[config.mk]
export PLATFORM = sky130hd
export DESIGN_NAME = sram22_march_bist_flat
export DESIGN_NICKNAME = d
export VERILOG_FILES = /design/src/rtl/sram22_march_bist_if.sv /design/src/rtl/sram22_march_bist.sv /design/src/flat_wrapper.sv
export SDC_FILE = /design/constraint.sdc
export NUM_CORES = 1
export LEC_CHECK = 0
export ABC_CLOCK_PERIOD_IN_PS = 5050
export CORE_MARGIN = 5
export CORE_UTILIZATION = 45
export DETAILED_ROUTE_END_ITERATION = 16
export HOLD_SLACK_MARGIN = 0.08
export PLACE_DENSITY = 0.69
export REMOVE_ABC_BUFFERS = 1
export SLEW_MARGIN = 30
export SYNTH_ARGS = -nofsm -noshare
export SYNTH_HDL_FRONTEND = slang
export SYNTH_SLANG_ARGS = --single-unit
[constraint.sdc]
create_clock -name clk -period 5.05 [get_ports clk]
set_input_delay 0.7575 -clock clk [delete_from_list [all_inputs] [get_ports clk]]
set_output_delay 0.7575 -clock clk [all_outputs]
set_load 0.005 [all_outputs]
[src/rtl/sram22_march_bist_if.sv]
// Single-port sram22 macro bus as seen from the BIST initiator (master) and the macro (slave).
interface sram22_if #(
  parameter int ADDR_WIDTH = 9,
  parameter int DATA_WIDTH = 8
);
  logic                  sram_ce;
  logic                  sram_we;
  logic [DATA_WIDTH-1:0] sram_wmask;
  logic [ADDR_WIDTH-1:0] sram_addr;
  logic [DATA_WIDTH-1:0] sram_din;
  logic [DATA_WIDTH-1:0] sram_dout;

  modport master (
    output sram_ce, sram_we, sram_wmask, sram_addr, sram_din,
    input  sram_dout
  );

  modport slave (
    input  sram_ce, sram_we, sram_wmask, sram_addr, sram_din,
    output sram_dout
  );
endinterface

[src/rtl/sram22_march_bist.sv]
// March C- BIST initiator for one sram22 macro: one op per cycle, 10*DEPTH ops, first-failure capture.
// Optional macro SRAM22_BIST_ERRCNT_EN adds err_cnt, a saturating count of mismatching reads.
module sram22_march_bist #(
  parameter int ADDR_WIDTH = 9,
  parameter int DATA_WIDTH = 8
) (
  input  logic                  clk,
  input  logic                  rstb,
  input  logic                  start,
  input  logic [DATA_WIDTH-1:0] bg,
  output logic                  busy,
  output logic                  done,
  output logic                  fail,
  output logic [ADDR_WIDTH-1:0] fail_addr,
  output logic [2:0]            fail_elem,
  output logic [DATA_WIDTH-1:0] fail_bits,
`ifdef SRAM22_BIST_ERRCNT_EN
  output logic [15:0]           err_cnt,
`endif
  sram22_if.master              sram
);

  typedef enum logic [1:0] {S_IDLE, S_RUN, S_DRAIN, S_DONE} state_t;

  state_t                state_q;
  logic                  busy_q, done_q, fail_q;
  logic [ADDR_WIDTH-1:0] fail_addr_q;
  logic [2:0]            fail_elem_q;
  logic [DATA_WIDTH-1:0] fail_bits_q;

  // Generator position: the operation to present at the next issuing edge.
  logic [2:0]            elem_q, elem_d;
  logic [ADDR_WIDTH-1:0] addr_q, addr_d;
  logic                  wr_q, wr_d;
  logic                  last_q;
  logic [DATA_WIDTH-1:0] bg_q;

  logic                  ce_q, we_q;
  logic [DATA_WIDTH-1:0] wmask_q, din_q, exp_q;
  logic [ADDR_WIDTH-1:0] sram_addr_q;
  logic [2:0]            op_elem_q;

  logic                  rd_pend_q;
  logic [DATA_WIDTH-1:0] pend_exp_q;
  logic [ADDR_WIDTH-1:0] pend_addr_q;
  logic [2:0]            pend_elem_q;

  function automatic logic elem_desc(input logic [2:0] e);
    return (e == 3'd3) || (e == 3'd4);
  endfunction

  function automatic logic [ADDR_WIDTH-1:0] elem_first(input logic [2:0] e);
    return elem_desc(e) ? '1 : '0;
  endfunction

  function automatic logic [ADDR_WIDTH-1:0] elem_final(input logic [2:0] e);
    return elem_desc(e) ? '0 : '1;
  endfunction

  logic                  accept, issue, mismatch;
  logic [2:0]            op_elem;
  logic [ADDR_WIDTH-1:0] op_addr;
  logic                  op_wr, op_last;
  logic [DATA_WIDTH-1:0] op_bg, op_data;

  assign accept   = start && ((state_q == S_IDLE) || (state_q == S_DONE));
  assign issue    = accept || ((state_q == S_RUN) && !last_q);
  assign mismatch = rd_pend_q && (sram.sram_dout != pend_exp_q);

  // On the accepting edge the first op comes straight from constants and the live bg.
  always_comb begin
    op_elem = accept ? 3'd0 : elem_q;
    op_addr = accept ? '0 : addr_q;
    op_wr   = accept ? 1'b1 : wr_q;
    op_bg   = accept ? bg : bg_q;
    // Writes use pattern elem[0], reads use the opposite of it.
    op_data = ((op_wr ? op_elem[0] : ~op_elem[0]) == 1'b1) ? ~op_bg : op_bg;
    elem_d  = op_elem;
    addr_d  = op_addr;
    wr_d    = op_wr;
    op_last = 1'b0;
    if (!op_wr && (op_elem != 3'd5)) begin
      wr_d = 1'b1;
    end else if (op_addr == elem_final(op_elem)) begin
      if (op_elem == 3'd5) begin
        op_last = 1'b1;
      end else begin
        elem_d = op_elem + 3'd1;
        addr_d = elem_first(elem_d);
        wr_d   = 1'b0;
      end
    end else begin
      addr_d = elem_desc(op_elem) ? op_addr - 1'b1 : op_addr + 1'b1;
      wr_d   = (op_elem == 3'd0);
    end
  end

`ifdef SRAM22_BIST_ERRCNT_EN
  logic [15:0] err_cnt_q;
  always_ff @(posedge clk) begin
    if (!rstb) begin
      err_cnt_q <= '0;
    end else if (accept) begin
      err_cnt_q <= '0;
    end else if (mismatch && (err_cnt_q != 16'hFFFF)) begin
      err_cnt_q <= err_cnt_q + 16'd1;
    end
  end
  assign err_cnt = err_cnt_q;
`endif

  always_ff @(posedge clk) begin
    if (!rstb) begin
      state_q     <= S_IDLE;
      busy_q      <= 1'b0;
      done_q      <= 1'b0;
      fail_q      <= 1'b0;
      fail_addr_q <= '0;
      fail_elem_q <= '0;
      fail_bits_q <= '0;
      elem_q      <= '0;
      addr_q      <= '0;
      wr_q        <= 1'b0;
      last_q      <= 1'b0;
      bg_q        <= '0;
      ce_q        <= 1'b0;
      we_q        <= 1'b0;
      wmask_q     <= '0;
      din_q       <= '0;
      exp_q       <= '0;
      sram_addr_q <= '0;
      op_elem_q   <= '0;
      rd_pend_q   <= 1'b0;
      pend_exp_q  <= '0;
      pend_addr_q <= '0;
      pend_elem_q <= '0;
    end else begin
      rd_pend_q   <= ce_q && !we_q;
      pend_exp_q  <= exp_q;
      pend_addr_q <= sram_addr_q;
      pend_elem_q <= op_elem_q;

      if (mismatch) begin
        fail_q <= 1'b1;
        if (!fail_q) begin
          fail_addr_q <= pend_addr_q;
          fail_elem_q <= pend_elem_q;
          fail_bits_q <= sram.sram_dout ^ pend_exp_q;
        end
      end

      if (issue) begin
        ce_q        <= 1'b1;
        we_q        <= op_wr;
        wmask_q     <= op_wr ? '1 : '0;
        din_q       <= op_wr ? op_data : '0;
        sram_addr_q <= op_addr;
        exp_q       <= op_data;
        op_elem_q   <= op_elem;
        elem_q      <= elem_d;
        addr_q      <= addr_d;
        wr_q        <= wr_d;
        last_q      <= op_last;
      end

      case (state_q)
        S_IDLE, S_DONE: begin
          if (start) begin
            state_q     <= S_RUN;
            busy_q      <= 1'b1;
            done_q      <= 1'b0;
            fail_q      <= 1'b0;
            fail_addr_q <= '0;
            fail_elem_q <= '0;
            fail_bits_q <= '0;
            bg_q        <= bg;
          end
        end
        S_RUN: begin
          if (last_q) begin
            state_q <= S_DRAIN;
            ce_q    <= 1'b0;
            we_q    <= 1'b0;
            wmask_q <= '0;
            last_q  <= 1'b0;
          end
        end
        S_DRAIN: begin
          state_q <= S_DONE;
          busy_q  <= 1'b0;
          done_q  <= 1'b1;
        end
        default: state_q <= S_IDLE;
      endcase
    end
  end

  assign busy            = busy_q;
  assign done            = done_q;
  assign fail            = fail_q;
  assign fail_addr       = fail_addr_q;
  assign fail_elem       = fail_elem_q;
  assign fail_bits       = fail_bits_q;
  assign sram.sram_ce    = ce_q;
  assign sram.sram_we    = we_q;
  assign sram.sram_wmask = wmask_q;
  assign sram.sram_addr  = sram_addr_q;
  assign sram.sram_din   = din_q;

endmodule
[src/flat_wrapper.sv]
// flat-port wrapper written by rule: the top's interface ports become plain ports
module sram22_march_bist_flat 
#(
  parameter int ADDR_WIDTH = 9,
  parameter int DATA_WIDTH = 8
)
  (clk, rstb, start, bg, busy, done, fail, fail_addr, fail_elem, fail_bits, sram_sram_ce, sram_sram_we, sram_sram_wmask, sram_sram_addr, sram_sram_din, sram_sram_dout);
  sram22_if #(.ADDR_WIDTH(ADDR_WIDTH), .DATA_WIDTH(DATA_WIDTH)) sram_i ();
  input  logic clk;
  input  logic rstb;
  input  logic start;
  input  logic [DATA_WIDTH-1:0] bg;
  output logic busy;
  output logic done;
  output logic fail;
  output logic [ADDR_WIDTH-1:0] fail_addr;
  output logic [2:0] fail_elem;
  output logic [DATA_WIDTH-1:0] fail_bits;
  output wire logic [$bits(sram_i.sram_ce)-1:0] sram_sram_ce;
  output wire logic [$bits(sram_i.sram_we)-1:0] sram_sram_we;
  output wire logic [$bits(sram_i.sram_wmask)-1:0] sram_sram_wmask;
  output wire logic [$bits(sram_i.sram_addr)-1:0] sram_sram_addr;
  output wire logic [$bits(sram_i.sram_din)-1:0] sram_sram_din;
  input wire logic [$bits(sram_i.sram_dout)-1:0] sram_sram_dout;
  assign sram_sram_ce = sram_i.sram_ce;
  assign sram_sram_we = sram_i.sram_we;
  assign sram_sram_wmask = sram_i.sram_wmask;
  assign sram_sram_addr = sram_i.sram_addr;
  assign sram_sram_din = sram_i.sram_din;
  assign sram_i.sram_dout = sram_sram_dout;
  sram22_march_bist #(.ADDR_WIDTH(ADDR_WIDTH), .DATA_WIDTH(DATA_WIDTH)) u_core (.clk(clk), .rstb(rstb), .start(start), .bg(bg), .busy(busy), .done(done), .fail(fail), .fail_addr(fail_addr), .fail_elem(fail_elem), .fail_bits(fail_bits), .sram(sram_i));
endmodule
==> flow_summary.json <==
{
  "start_util": 0.458,
  "synth-seq-cells": 106,
  "critPathRequiredTime_ns": 5.34,
  "yosysMostFrequentCell": "dfxtp_1",
  "synthTopCellsByCount": "106 x dfxtp_1, 67 x a21oi_1, 55 x nor2_1",
  "rsz0062_at_grt": "no",
  "cts_hold_buf": 0,
  "area_delta_synth_final_pct": 22.5,
  "top_usage_layer": "met2",
  "slowest_delay_ns": 0.57,
  "drv_cap": 0,
  "setup_viol": 0,
  "coreArea_um2": 9680,
  "worst_slew_pin_slew_ns": 0.786,
  "netlist.area_leader.share": 0.478,
  "ys_async_sr_fraction": 0,
  "fmax_mhz": 253,
  "drv_slew": 0,
  "grt_pass1_vias": 3404,
  "start_kind": "primary input",
  "via_count": 3531,
  "drcViolationCount": 0,
  "min_period_ns": 3.95,
  "timing.final.ws_setup_ns": 1.10,
  "synth_edf_count": 0,
  "internal_power_w": 0.00151,
  "ant_nets": 0,
  "slew_headroom": 0.476,
  "place_congestion": 0.863,
  "slowest_stage": "clkdlybuf4s50_1",
  "clk_latency_ns": 0.37,
  "yosysTopAreaCell": "dfxtp_1",
  "synthCells": 504,
  "powerDensity_nw_per_um2": 418,
  "finalHoldViolCount": 0,
  "post_cts_resized": 0,
  "period_share": 0.781,
  "avgViaCountPerCell": 5.06,
  "post_synth_num_cell_types": 48,
  "critPathKind": "primary input to register",
  "whs_ns": 0.458,
  "cp_max_fo": 11,
  "seqPwrFrac": 0.461,
  "use_met3": 0.0311,
  "syn_area_per_cell_um2": 8.81,
  "wl_per_cell_um": 14.0,
  "rows": 36,
  "pre_cts_ws_ns": 0.785,
  "peakVddDrop_v": 0.000286,
  "fin_util": 0.562,
  "hpwl_um": 6960,
  "postCtsSetupBuffers": 0,
  "cts_tree": "built",
  "fin_worst_skew_ns": 0.0193,
  "grt_util_all_layers": 0.172,
  "nets": 594,
  "io_pins": 69,
  "critPathBufInv": 2,
  "clk_path_buf_depth": 2,
  "clock-sinks": 106,
  "port_buffers": 68,
  "leakagePower_nw": 2.07,
  "crit_path_end_kind": "register",
  "path_cells": "clkdlybuf4s50_1, nand2_1, nand2_1, inv_1, ha_1, mux2_4, ha_1, nand4_1, nor2_1, nand2_2, or4_1, a21oi_1",
  "cp.arrival_ns": 4.24,
  "ys_warn_count": 0,
  "critPathTopFamily": "simple AND/OR/NAND/NOR gates",
  "antenna_found_initial": 0,
  "grt_first_pass_wirelength_um": 16500,
  "min_path_type": "register to register",
  "fp.dieArea_um2": 12000,
  "drt_iter0_drc": 262,
  "met1_usage": 0.235,
  "ys.flop_type": "dfxtp_1",
  "status": "completed",
  "clkSlewWorstSetupHoldPaths_ns": 0.10,
  "combPwrFrac": 0.297,
  "grt_max_degree": 34,
  "fp.dieW_um": 109,
  "p_sw_w": 0.000768,
  "ys_top_cells_by_area": "dfxtp_1 48%, a21oi_1 7.6%, nor2_1 4.7%, nand2_1 4.5%, and2_1 4.4%",
  "routed_wl_um": 9780,
  "p_sw_frac": 0.338,
  "netlist_area_um2": 4440,
  "cts_buffers": 9,
  "cts-root-buf": "clkbuf_8",
  "overflow": 0,
  "drtPass1Iterations": 4,
  "num_antenna_cells": 0,
  "die_height_um": 109,
  "yosysSeqAreaShare": 0.478,
  "met2_usage": 0.272,
  "final_layout_size_suffix_gt1_frac": 0.0566,
  "fin_setup_tns_ns": 0,
  "cts.htree.levels": 3,
  "clockPowerShare": 0.242
}
[metrics by stage]
stage                     std cells  total power (W)  area (um^2)
after CTS                       698          0.00229         5430
after floorplan                 475          0.00145         4320
after global routing            698          0.00242         5440
after detailed placement        682          0.00174         5220
after global placement          682          0.00173         5220
final                           698          0.00227         5440
[worst min-delay path: cells and delay by family, from the launching register on]
kind / cells / cell delay (ns)
flops: 1 / 0.32
compound gates: 1 / 0.05
simple gates: 1 / 0.05
[power by group through the flow]
stage | clock network (W) | registers [W] | logic (W)
floorplan | 0 | 0.00105 | 0.000396
global placement | 0 | 0.00106 | 0.000667
detailed placement | 0 | 0.00107 | 0.000676
CTS | 0.000568 | 0.00105 | 0.000680
global route | 0.000601 | 0.00106 | 0.000760
finish | 0.000550 | 0.00105 | 0.000676
[per-layer routing]
layer	wire [um]	vias up
met5	0	-
met4	130	0
met3	451	13
met2	4540	74
met1	4660	1605
li1	-	1839
[cell usage in the layout, fill, tap and decap left out, drive strengths merged, types with 10 or more instances in the layout]
cell / instances
xnor2: 10
o21ai: 29
a21oi: 67
nand2: 54
xor2: 14
inv: 11
dfxtp: 106
ha: 14
and2: 31
clkdlybuf4s50: 68
nor2: 56
mux2i: 16
[sequential cells by signal, indices dropped and copies added (netlist names), 2 cells and up]
register                cells
u_core.sram.sram_din        8
u_core.pend_exp_q           8
u_core.fail_elem            3
u_core.bg_q                 8
u_core.elem_q               3
u_core.exp_q                8
u_core.sram.sram_addr       9
u_core.fail_addr            9
u_core.fail_bits            8
u_core.addr_q               9
u_core.pend_elem_q          3
u_core.pend_addr_q          9
u_core.op_elem_q            3
u_core.state_q              2
u_core.sram.sram_wmask      8
[layout make-up]
cell class	count	area, um^2
clock buffers	9	124
multi-input cells	361	2180
repair buffers	74	726
inverters	8	30.0
fillers	890	4250
well taps	133	166
clock inverters	7	92.6
flip-flops and latches	106	2120
[logic make-up after synthesis]
| logic type | count (synthesis) | share of synthesized area |
|---|---|---|
| AND/OR/NAND/NOR | 170 | 0.178 |
| AO/OA/AOI/OAI | 133 | 0.175 |
| flip-flops | 106 | 0.478 |
| buffers and inverters | 37 | 0.0335 |
| XOR/XNOR | 24 | 0.0474 |
| multiplexers | 19 | 0.0445 |
| adder cells (fa/ha/maj) | 15 | 0.0440 |
[final timing paths]
kind,from,to,slack (ns),cells after the start
max,start,u_core.elem_q[0]$_SDFFE_PN0N_,1.10,12
min,u_core.op_elem_q[1]$_SDFFE_PN0N_,u_core.op_elem_q[1]$_SDFFE_PN0N_,0.46,2
max reg2reg,u_core.state_q[0]$_SDFFE_PN0P_,u_core.elem_q[0]$_SDFFE_PN0N_,1.28,13
min reg2reg,u_core.op_elem_q[1]$_SDFFE_PN0N_,u_core.op_elem_q[1]$_SDFFE_PN0N_,0.46,2
No activity file was read; power rests on OpenSTA's default activity.
